**src/rtl/trig_pkg.sv**
```systemverilog
// Shared types, constants and the sin reference for the per-bin generator.
// Configuration (N, BINS, NS, ACC_W) lives here and is seen by every file.
package trig_pkg;

   localparam int N       = 16;
   localparam int BINS    = 24;
   localparam int NS      = 6;
   localparam int ACC_W   = 24;
   localparam int AMP     = (1 << (N - 1)) - 1;
   localparam int QUARTER = 1 << (NS - 2);

   typedef logic [NS-1:0]            phase_idx_t;
   typedef logic signed [N-1:0]      sample_t;
   typedef logic [$clog2(BINS)-1:0]  bin_t;

   // round(amp*sin(2*pi*k/2^ns)), ties away from zero
   function automatic int sin_ref(input int k, input int ns,
                                  input int amp);
      real ph;
      real r;
      ph = 6.283185307179586 * real'(k) / real'(1 << ns);
      r  = real'(amp) * $sin(ph);
      if (r >= 0.0) return $rtoi(r + 0.5);
      return -$rtoi(0.5 - r);
   endfunction

endpackage

```
**src/rtl/bin_phase_gen_if.sv**
```systemverilog
// Config, request and sample bundle between sequencer, generator and MAC.
// master = bin sequencer side, slave = generator side.
interface bin_phase_gen_if;
   import trig_pkg::*;

   logic             cfg_we;
   bin_t             cfg_bin;
   logic [ACC_W-1:0] cfg_step;
   logic             cfg_clr;

   logic             req_valid;
   bin_t             req_bin;
   logic             req_adv;

   logic             out_valid;
   bin_t             out_bin;
   sample_t          sin_out;
   sample_t          cos_out;
   logic             out_wrap;

   modport master (
      output cfg_we, cfg_bin, cfg_step, cfg_clr,
      output req_valid, req_bin, req_adv,
      input  out_valid, out_bin, sin_out, cos_out, out_wrap
   );

   modport slave (
      input  cfg_we, cfg_bin, cfg_step, cfg_clr,
      input  req_valid, req_bin, req_adv,
      output out_valid, out_bin, sin_out, cos_out, out_wrap
   );

endinterface

```
**src/rtl/trig_lut.sv**
```systemverilog
// Registered dual-read sin/cos table; TRIG_QUARTER_WAVE_EN stores only
// 0..pi/2 and rebuilds the rest by mirror/negate, else a full table.
module trig_lut
   import trig_pkg::*;
(
   input  logic       clk,
   input  logic       rst,
   input  logic       en,
   input  logic       zero,
   input  phase_idx_t idx,
   output sample_t    sin_q,
   output sample_t    cos_q
);

   phase_idx_t cidx;
   sample_t    sv;
   sample_t    cv;

   assign cidx = idx + NS'(QUARTER);

`ifdef TRIG_QUARTER_WAVE_EN
   localparam int AW = NS - 1;

   sample_t tbl [QUARTER+1];

   for (genvar i = 0; i <= QUARTER; i++) begin : g_tbl
      localparam int V = sin_ref(i, NS, AMP);
      assign tbl[i] = N'(V);
   end

   // bit NS-2 mirrors within the half, bit NS-1 negates
   function automatic sample_t fold(input phase_idx_t k);
      logic [AW-1:0] r;
      logic [AW-1:0] a;
      r = {1'b0, k[NS-3:0]};
      a = k[NS-2] ? AW'(QUARTER) - r : r;
      return k[NS-1] ? -tbl[a] : tbl[a];
   endfunction

   assign sv = fold(idx);
   assign cv = fold(cidx);
`else
   sample_t tbl [1<<NS];

   for (genvar i = 0; i < (1 << NS); i++) begin : g_tbl
      localparam int V = sin_ref(i, NS, AMP);
      assign tbl[i] = N'(V);
   end

   assign sv = tbl[idx];
   assign cv = tbl[cidx];
`endif

   always_ff @(posedge clk) begin
      if (rst) begin
         sin_q <= '0;
         cos_q <= '0;
      end else if (en) begin
         sin_q <= zero ? '0 : sv;
         cos_q <= zero ? '0 : cv;
      end
   end

endmodule

```
**src/rtl/bin_phase_gen.sv**
```systemverilog
// Per-bin phase accumulators feeding a registered sin/cos table, 2-cycle
// latency. Optional macro TRIG_QUARTER_WAVE_EN selects quarter-wave table.
module bin_phase_gen
   import trig_pkg::*;
(
   input  logic           clk,
   input  logic           rst,
   bin_phase_gen_if.slave bus
);

   logic [ACC_W-1:0] acc  [BINS];
   logic [ACC_W-1:0] step [BINS];

   logic           bin_ok;
   logic           adv;
   bin_t           ri;
   logic [ACC_W:0] sum;

   logic       s1_valid;
   logic       s1_wrap;
   logic       s1_zero;
   bin_t       s1_bin;
   phase_idx_t s1_idx;

   logic    o_valid;
   logic    o_wrap;
   bin_t    o_bin;
   sample_t o_sin;
   sample_t o_cos;

   assign bin_ok = int'(bus.req_bin) < BINS;
   assign ri     = bin_ok ? bus.req_bin : '0;
   assign adv    = bus.req_valid && bin_ok && bus.req_adv;
   assign sum    = {1'b0, acc[ri]} + {1'b0, step[ri]};

   // sample uses the old phase; a clearing cfg write beats the advance
   always_ff @(posedge clk) begin
      if (rst) begin
         for (int i = 0; i < BINS; i++) begin
            acc[i]  <= '0;
            step[i] <= '0;
         end
      end else begin
         for (int i = 0; i < BINS; i++) begin
            if (bus.cfg_we && bus.cfg_bin == bin_t'(i)) begin
               step[i] <= bus.cfg_step;
               if (bus.cfg_clr)
                  acc[i] <= '0;
               else if (adv && ri == bin_t'(i))
                  acc[i] <= sum[ACC_W-1:0];
            end else if (adv && ri == bin_t'(i)) begin
               acc[i] <= sum[ACC_W-1:0];
            end
         end
      end
   end

   always_ff @(posedge clk) begin
      if (rst) begin
         s1_valid <= 1'b0;
         s1_bin   <= '0;
         s1_idx   <= '0;
         s1_wrap  <= 1'b0;
         s1_zero  <= 1'b0;
      end else begin
         s1_valid <= bus.req_valid;
         if (bus.req_valid) begin
            s1_bin  <= bus.req_bin;
            s1_idx  <= acc[ri][ACC_W-1 -: NS];
            s1_wrap <= adv & sum[ACC_W];
            s1_zero <= !bin_ok;
         end
      end
   end

   always_ff @(posedge clk) begin
      if (rst) begin
         o_valid <= 1'b0;
         o_bin   <= '0;
         o_wrap  <= 1'b0;
      end else begin
         o_valid <= s1_valid;
         if (s1_valid) begin
            o_bin  <= s1_bin;
            o_wrap <= s1_wrap;
         end
      end
   end

   trig_lut u_lut (
      .clk   (clk),
      .rst   (rst),
      .en    (s1_valid),
      .zero  (s1_zero),
      .idx   (s1_idx),
      .sin_q (o_sin),
      .cos_q (o_cos)
   );

   assign bus.out_valid = o_valid;
   assign bus.out_bin   = o_bin;
   assign bus.out_wrap  = o_wrap;
   assign bus.sin_out   = o_sin;
   assign bus.cos_out   = o_cos;

endmodule

```
**src/flat_wrapper.sv**
```systemverilog
// flat-port wrapper written by rule: the top's interface ports become plain ports
module bin_phase_gen_flat import trig_pkg::*;
  (clk, rst, bus_cfg_we, bus_cfg_bin, bus_cfg_step, bus_cfg_clr, bus_req_valid, bus_req_bin, bus_req_adv, bus_out_valid, bus_out_bin, bus_sin_out, bus_cos_out, bus_out_wrap);
  bin_phase_gen_if bus_i ();
  input  logic clk;
  input  logic rst;
  input wire logic [$bits(bus_i.cfg_we)-1:0] bus_cfg_we;
  input wire logic [$bits(bus_i.cfg_bin)-1:0] bus_cfg_bin;
  input wire logic [$bits(bus_i.cfg_step)-1:0] bus_cfg_step;
  input wire logic [$bits(bus_i.cfg_clr)-1:0] bus_cfg_clr;
  input wire logic [$bits(bus_i.req_valid)-1:0] bus_req_valid;
  input wire logic [$bits(bus_i.req_bin)-1:0] bus_req_bin;
  input wire logic [$bits(bus_i.req_adv)-1:0] bus_req_adv;
  output wire logic [$bits(bus_i.out_valid)-1:0] bus_out_valid;
  output wire logic [$bits(bus_i.out_bin)-1:0] bus_out_bin;
  output wire logic [$bits(bus_i.sin_out)-1:0] bus_sin_out;
  output wire logic [$bits(bus_i.cos_out)-1:0] bus_cos_out;
  output wire logic [$bits(bus_i.out_wrap)-1:0] bus_out_wrap;
  assign bus_i.cfg_we = bus_cfg_we;
  assign bus_i.cfg_bin = bus_cfg_bin;
  assign bus_i.cfg_step = bus_cfg_step;
  assign bus_i.cfg_clr = bus_cfg_clr;
  assign bus_i.req_valid = bus_req_valid;
  assign bus_i.req_bin = bus_req_bin;
  assign bus_i.req_adv = bus_req_adv;
  assign bus_out_valid = bus_i.out_valid;
  assign bus_out_bin = bus_i.out_bin;
  assign bus_sin_out = bus_i.sin_out;
  assign bus_cos_out = bus_i.cos_out;
  assign bus_out_wrap = bus_i.out_wrap;
  bin_phase_gen u_core (.clk(clk), .rst(rst), .bus(bus_i));
endmodule
```
**config.mk**
```make
export PLATFORM = sky130hd
export DESIGN_NAME = bin_phase_gen_flat
export DESIGN_NICKNAME = d
export VERILOG_FILES = /design/src/rtl/trig_pkg.sv /design/src/rtl/bin_phase_gen_if.sv /design/src/rtl/trig_lut.sv /design/src/rtl/bin_phase_gen.sv /design/src/flat_wrapper.sv
export SDC_FILE = /design/constraint.sdc
export NUM_CORES = 2
export LEC_CHECK = 0
export CAP_MARGIN = 20
export CORE_ASPECT_RATIO = 0.8
export CORE_UTILIZATION = 43
export CTS_BUF_LIST = sky130_fd_sc_hd__clkbuf_4 sky130_fd_sc_hd__clkbuf_8 sky130_fd_sc_hd__clkbuf_16
export CTS_CLUSTER_DIAMETER = 200
export DETAILED_ROUTE_END_ITERATION = 8
export PLACE_DENSITY = 0.54
export SKIP_LAST_GASP = 1
export SYNTH_ARGS = -nofsm -noshare
export SYNTH_HDL_FRONTEND = slang
export SYNTH_SLANG_ARGS = --single-unit
```
**constraint.sdc**
```tcl
create_clock -name clk -period 11 [get_ports clk]
set_input_delay 3.3 -clock clk [delete_from_list [all_inputs] [get_ports clk]]
set_output_delay 3.3 -clock clk [all_outputs]
set_load 0.03 [all_outputs]
```
# After elaboration in Yosys (flattened, before gate mapping)
# Memory sizes are Yosys's and may differ from the RTL's.
# Cells that the tools add are included.
dict set report op_classes {
  n_addsub 2
  n_lt_le_gt_ge 3
  n_eq_ne 46
  mux 442
  bitwise 99
  reduce_logical 53
}
# operator n
set op_table {}
lappend op_table {{$mux 24} 96}
lappend op_table {{$mux 1} 339}
lappend op_table {{$mux 16} 6}
lappend op_table {{$or 1x1->1} 96}
lappend op_table {{$eq 5x4->1 const B} 16}
lappend op_table {{$eq 5x5->1 const B} 16}
lappend op_table {{$logic_and 1x1->1} 50}
lappend op_table {{$eq 5x3->1 const B} 8}
lappend op_table {{$add 24x24->25} 1}
lappend op_table {{$eq 5x2->1 const B} 4}
lappend op_table {{$ge 7x7->1 const B} 2}
lappend op_table {{$not 6->7} 2}
lappend op_table {{$eq 5x1->1 const B} 2}
lappend op_table {{$logic_not 5->1} 2}
lappend op_table {{$add 6x5->6 const B} 1}
lappend op_table {{$lt 5x5->1 const B} 1}
lappend op_table {{$mux 5} 1}
lappend op_table {{$and 1x1->1} 1}
lappend op_table {{$logic_not 1->1} 1}
dict set report word_totals {
  regBits 53
  mem_bits_rw 1152
  mem_bits_ro 2048
  out_inout_bits 39
  word_cells 659
  mem_count 4
}
# memory depth width read_ports rd_ports_with_merged_regs wr line_no
set mem_list {}
lappend mem_list {{(name not given)} 64 16 1 0 0 trig_lut.sv:51} ;# assign cv = tbl[cidx];
lappend mem_list {{(name not given)} 64 16 1 0 0 trig_lut.sv:50} ;# assign sv = tbl[idx];
lappend mem_list {u_core.acc 24 24 1 0 24 bin_phase_gen.sv:11} ;# logic [ACC_W-1:0] acc [BINS];
lappend mem_list {u_core.step 24 24 1 0 24 bin_phase_gen.sv:12} ;# logic [ACC_W-1:0] step [BINS];

# Longest topological paths before layout
dict set report logic_depth {
  depth_word 11
  mapped_depth 24
  ltp_nobuf 17
}

# Modules after synthesis
# Synthesis repeated with hierarchy kept, for this count alone.
dict set report hier_totals {
  hier_cells 5201
  area_unflattened_um2 57506.4
}
# module n_inst cells_each area_each_um2 seq_area_each_um2
set modules_own_cells {}
lappend modules_own_cells {bin_phase_gen 1 4793 54418.4 35013.6}
lappend modules_own_cells {trig_lut 1 408 3088.0 640.6}

# Worst setup path after synthesis
# No wires, ideal clock.
dict set report synth_path {
  path_kind {input -> register}
  from {in bus_req_bin[3]}
  to {mem u_core.acc[0][22], data pin}
  arrival_time_ns 7.292
  slack_ns 3.442
  path_stages 20
  path_buffers 5
  cell_sequence {clkbuf_1 nor2b_1 clkbuf_1 nor2b_1 clkbuf_1 clkbuf_1 a22oi_1 o21ai_0 a21oi_1 ha_1 inv_1 fa_1 nor2b_4 o211a_1 or3_4 a31o_2 a311oi_1 xnor2_1 clkbuf_1 nor2_1}
}
# item line_no
set synth_rtl {}
lappend synth_rtl {{start, declared} flat_wrapper.sv:12} ;# input wire logic [$bits(bus_i.req_bin)-1:0] bus_req_bin;
lappend synth_rtl {{end, declared} bin_phase_gen.sv:11}

==> metrics.txt <==
# port buffers=78; Post CTS Setup Buffer Count=0; final setup fails=0; Mapped Nets=5,201; post-route cell area=0.0642 sq mm; area share of the largest cell type after synthesis=0.609; cts bufs inserted=130; maxcap violations=0; ys async rst share=0; pre-CTS setup slack=1.40 ns; Worst Skew=0.0385 ns; post-synth top area cell=edfxtp_1; CTS tree=done; commonest cells after routing, fill and taps aside=1,448 x nor2_1, 1,152 x edfxtp_1, 323 x a21oi_1; Die Y=~330 um; Placed Area=about 0.06 sq mm; row count=118; multi-input logic area=0.0195 sq mm; # nets final=5,132; fraction of final layout cells sized beyond drive strength 1=0.119; fin. max-slew vios=0; status=completed; DR pass1 iterations=6; internal cell power=8.39 mW; GRT Total Usage=0.303; Bufs on Longest Clock Path=3; area share of fa/ha/maj cells after synthesis=0.00718; CTS clk-pin slew, worst paths=0.06 ns; power density cells=roughly 190 mW/mm^2; Yosys reg bits=1,205; clock sink count=1,205; die area=around 0.13 sq mm; synth warn=0; vias in the first global route=39,022; Net Switching=3.67 mW; WS Path Type=in2reg; CP most frequent cell=buf_4; Post-CTS Hold Buffers=0; most common cell after layout, fill and taps aside=nor2_1; largest net degree at the start of global routing=139; first-pass GRT wire length=290,000 um; clock share of power=0.371; period utilization=0.830; Synth Cell Area=between 0.05 and 0.06 sq mm; io pins=79; min Tclk post-route=9.13 ns; maximum vdd drop=164 uV; final non-filler cell total=6,903; P_leak=between 20 and 25 nW; distinct cell type count after synthesis=76; Sw Share=0.304; clock latency at the later pin of the worst-skew pair=0.79 ns; combinational group share of total power=0.187; antenna violations before repair=5; grt total ovfl=0; Slew @ Worst Pin=1.21 ns; Synth Area in Compound Gates=0.115; routed vias=42,455; Synth area leaders=edfxtp_1 61%, nor2_1 9.6%, mux2i_1 3.0%; clock root buffer=clkbuf_16; critical-path cell list=clkdlybuf4s50_1 > nand2_4 > nand2_2 > buf_4 > o22ai_1 > nand2_1 > o21ai_0 > a21oi_1 > ha_1 > inv_1 > fa_1 > nor2b_4 > o211a_1 > or3_4 > a31o_4 > a2111oi_4 > buf_4 > nor4_1; Mapped Avg Cell Area=about 11 sq um; 1st-iter DRT viols=5,908; sequential cell area fraction in the yosys report=0.628; Starting Density=0.436; CP peak stage delay=1.02 ns; Seq pwr share=0.442; largest family of logic cells by synthesized area=simple AND/OR/NAND/NOR gates; Max Freq=0.110 GHz; CP Capture Type=register; post-route setup TNS=0 ns; # DRC=0; WL per Instance=29.8 um; Slew HR=0.183; type of origin of the critical path=primary input; Primary FF master, synth=edfxtp_1; total power=roughly 12 mW; delay-heaviest family, CP=simple AND/OR/NAND/NOR gates; XOR/XNOR share of the synthesized area=0.00308; post-cts resize count=0; Simple-Gate Fraction of Synth Area=0.149; final worst setup slack=1.87 ns; WP data arrival=9.53 ns; synthesized instance count=a little over 5,000; via density per instance=6.15; EDFF count, synth=1,152; RSZ-0062 raised after global routing=false; aggregate routed wire length=206,000 um; Layout area overhead=13.0%; RePlAce Congestion=0.954; worst path bufs/invs=4; Final Hold Viols=0; Slowest cell on crit path=nor4_1; required time of the critical path=11.41 ns; worst hold path class=reg2reg; # fillers=roughly 12,000; Worst Path Max Fanout=25; post-DP HPWL=126,000 um; register area=0.0357 sq mm; post-route ant nets=0; Die Wd=between 400 and 500 um; mux cell area share after synthesis=0.0629; CTS H-Tree Depth=4; core footprint=roughly 0.13 sq mm; Inst Count DP=6,659
[through the flow]
step / hold WS, ns / util
after detailed placement: 0.441 / 0.459
final: 0.446 / 0.493
after global placement: 0.436 / 0.459
after floorplan: 0.460 / -
after CTS: 0.449 / 0.492
after global routing: 0.477 / 0.493
[flip-flops by register name, indices dropped and copies added (netlist names)]
signal,cells
u_core.bus.out_bin,5
u_core.s1_valid,1
u_core.s1_bin,5
u_core.s1_idx,6
u_core.step,576
u_core.s1_wrap,1
u_core.acc,576
u_core.bus.out_wrap,1
u_core.bus.out_valid,1
u_core.s1_zero,1
u_core.u_lut.cos_q,16
u_core.u_lut.sin_q,16
[power by group through the flow]
stage / Combinational (mW) / Clock, mW / Sequential, mW
after floorplan: 1.20 / 0 / 5.42
after global placement: 2.18 / 0 / 5.43
after detailed placement: 2.18 / 0 / 5.43
after CTS: 2.18 / 4.51 / 5.34
after global routing: 2.34 / 4.68 / 5.36
final: 2.26 / 4.47 / 5.34
[worst register-to-register path: cells and delay by family (launching register included)]
kind | cells | cell delay [ns]
compound gates | 5 | 1.67
fa+ha+maj | 1 | 0.47
buf+inv | 1 | 0.18
mux | 1 | 0.48
flops | 1 | 0.35
simple gates | 4 | 1.50
[logic make-up (layout without fill, tap and decap cells)]
family / count (synthesis) / in the layout
AO/OA/AOI/OAI: 1028 / 1028
AND/OR/NAND/NOR: 2045 / 2045
adder cells (fa/ha/maj): 32 / 32
flip-flops: 1205 / 1205
other: 0 / 1
buffers and inverters: 513 / 546
multiplexers: 286 / 286
XOR/XNOR: 20 / 20
[final timing paths]
| kind | startpoint | to | slack, ns | cells past startpoint |
|---|---|---|---|---|
| max | bus_req_bin[4] | u_core.acc[19][20] | 1.87 | 18 |
| min | u_core.u_lut.cos_q[7] | u_core.u_lut.cos_q[7] | 0.45 | 2 |
| max reg2reg | u_core.step[21][17] | u_core.acc[19][20] | 5.99 | 12 |
| min reg2reg | u_core.u_lut.cos_q[7] | u_core.u_lut.cos_q[7] | 0.45 | 2 |
[synth_stat cells, types with 63 or more instances]
| library cell | number |
|---|---|
| a21oi_1 | 323 |
| nand2b_1 | 87 |
| o22ai_1 | 70 |
| clkbuf_1 | 383 |
| nor2_1 | 1449 |
| buf_1 | 63 |
| mux2_2 | 65 |
| mux2i_1 | 171 |
| o21ai_0 | 225 |
| o221ai_1 | 123 |
| nand2_1 | 280 |
| edfxtp_1 | 1152 |
[routing by layer]
layer	GRT usage	vias up	part of all wire
met3	0.0902	311	0.12
met4	0.0912	4	0.028
met5	0	-	0.00010
li1	-	18427	-
met2	0.418	2359	0.41
met1	0.456	21354	0.44
[area by class of cell]
class	count	area share
flip-flops and latches	1205	0.556
clock inverters	69	0.0101
well taps	1740	0.0339
diodes	1	0.0000390
clock buffers	165	0.0564
multi-input cells	3411	0.303
repair buffers	274	0.0381
inverters	38	0.00222
No activity file was read; power rests on OpenSTA's default activity.
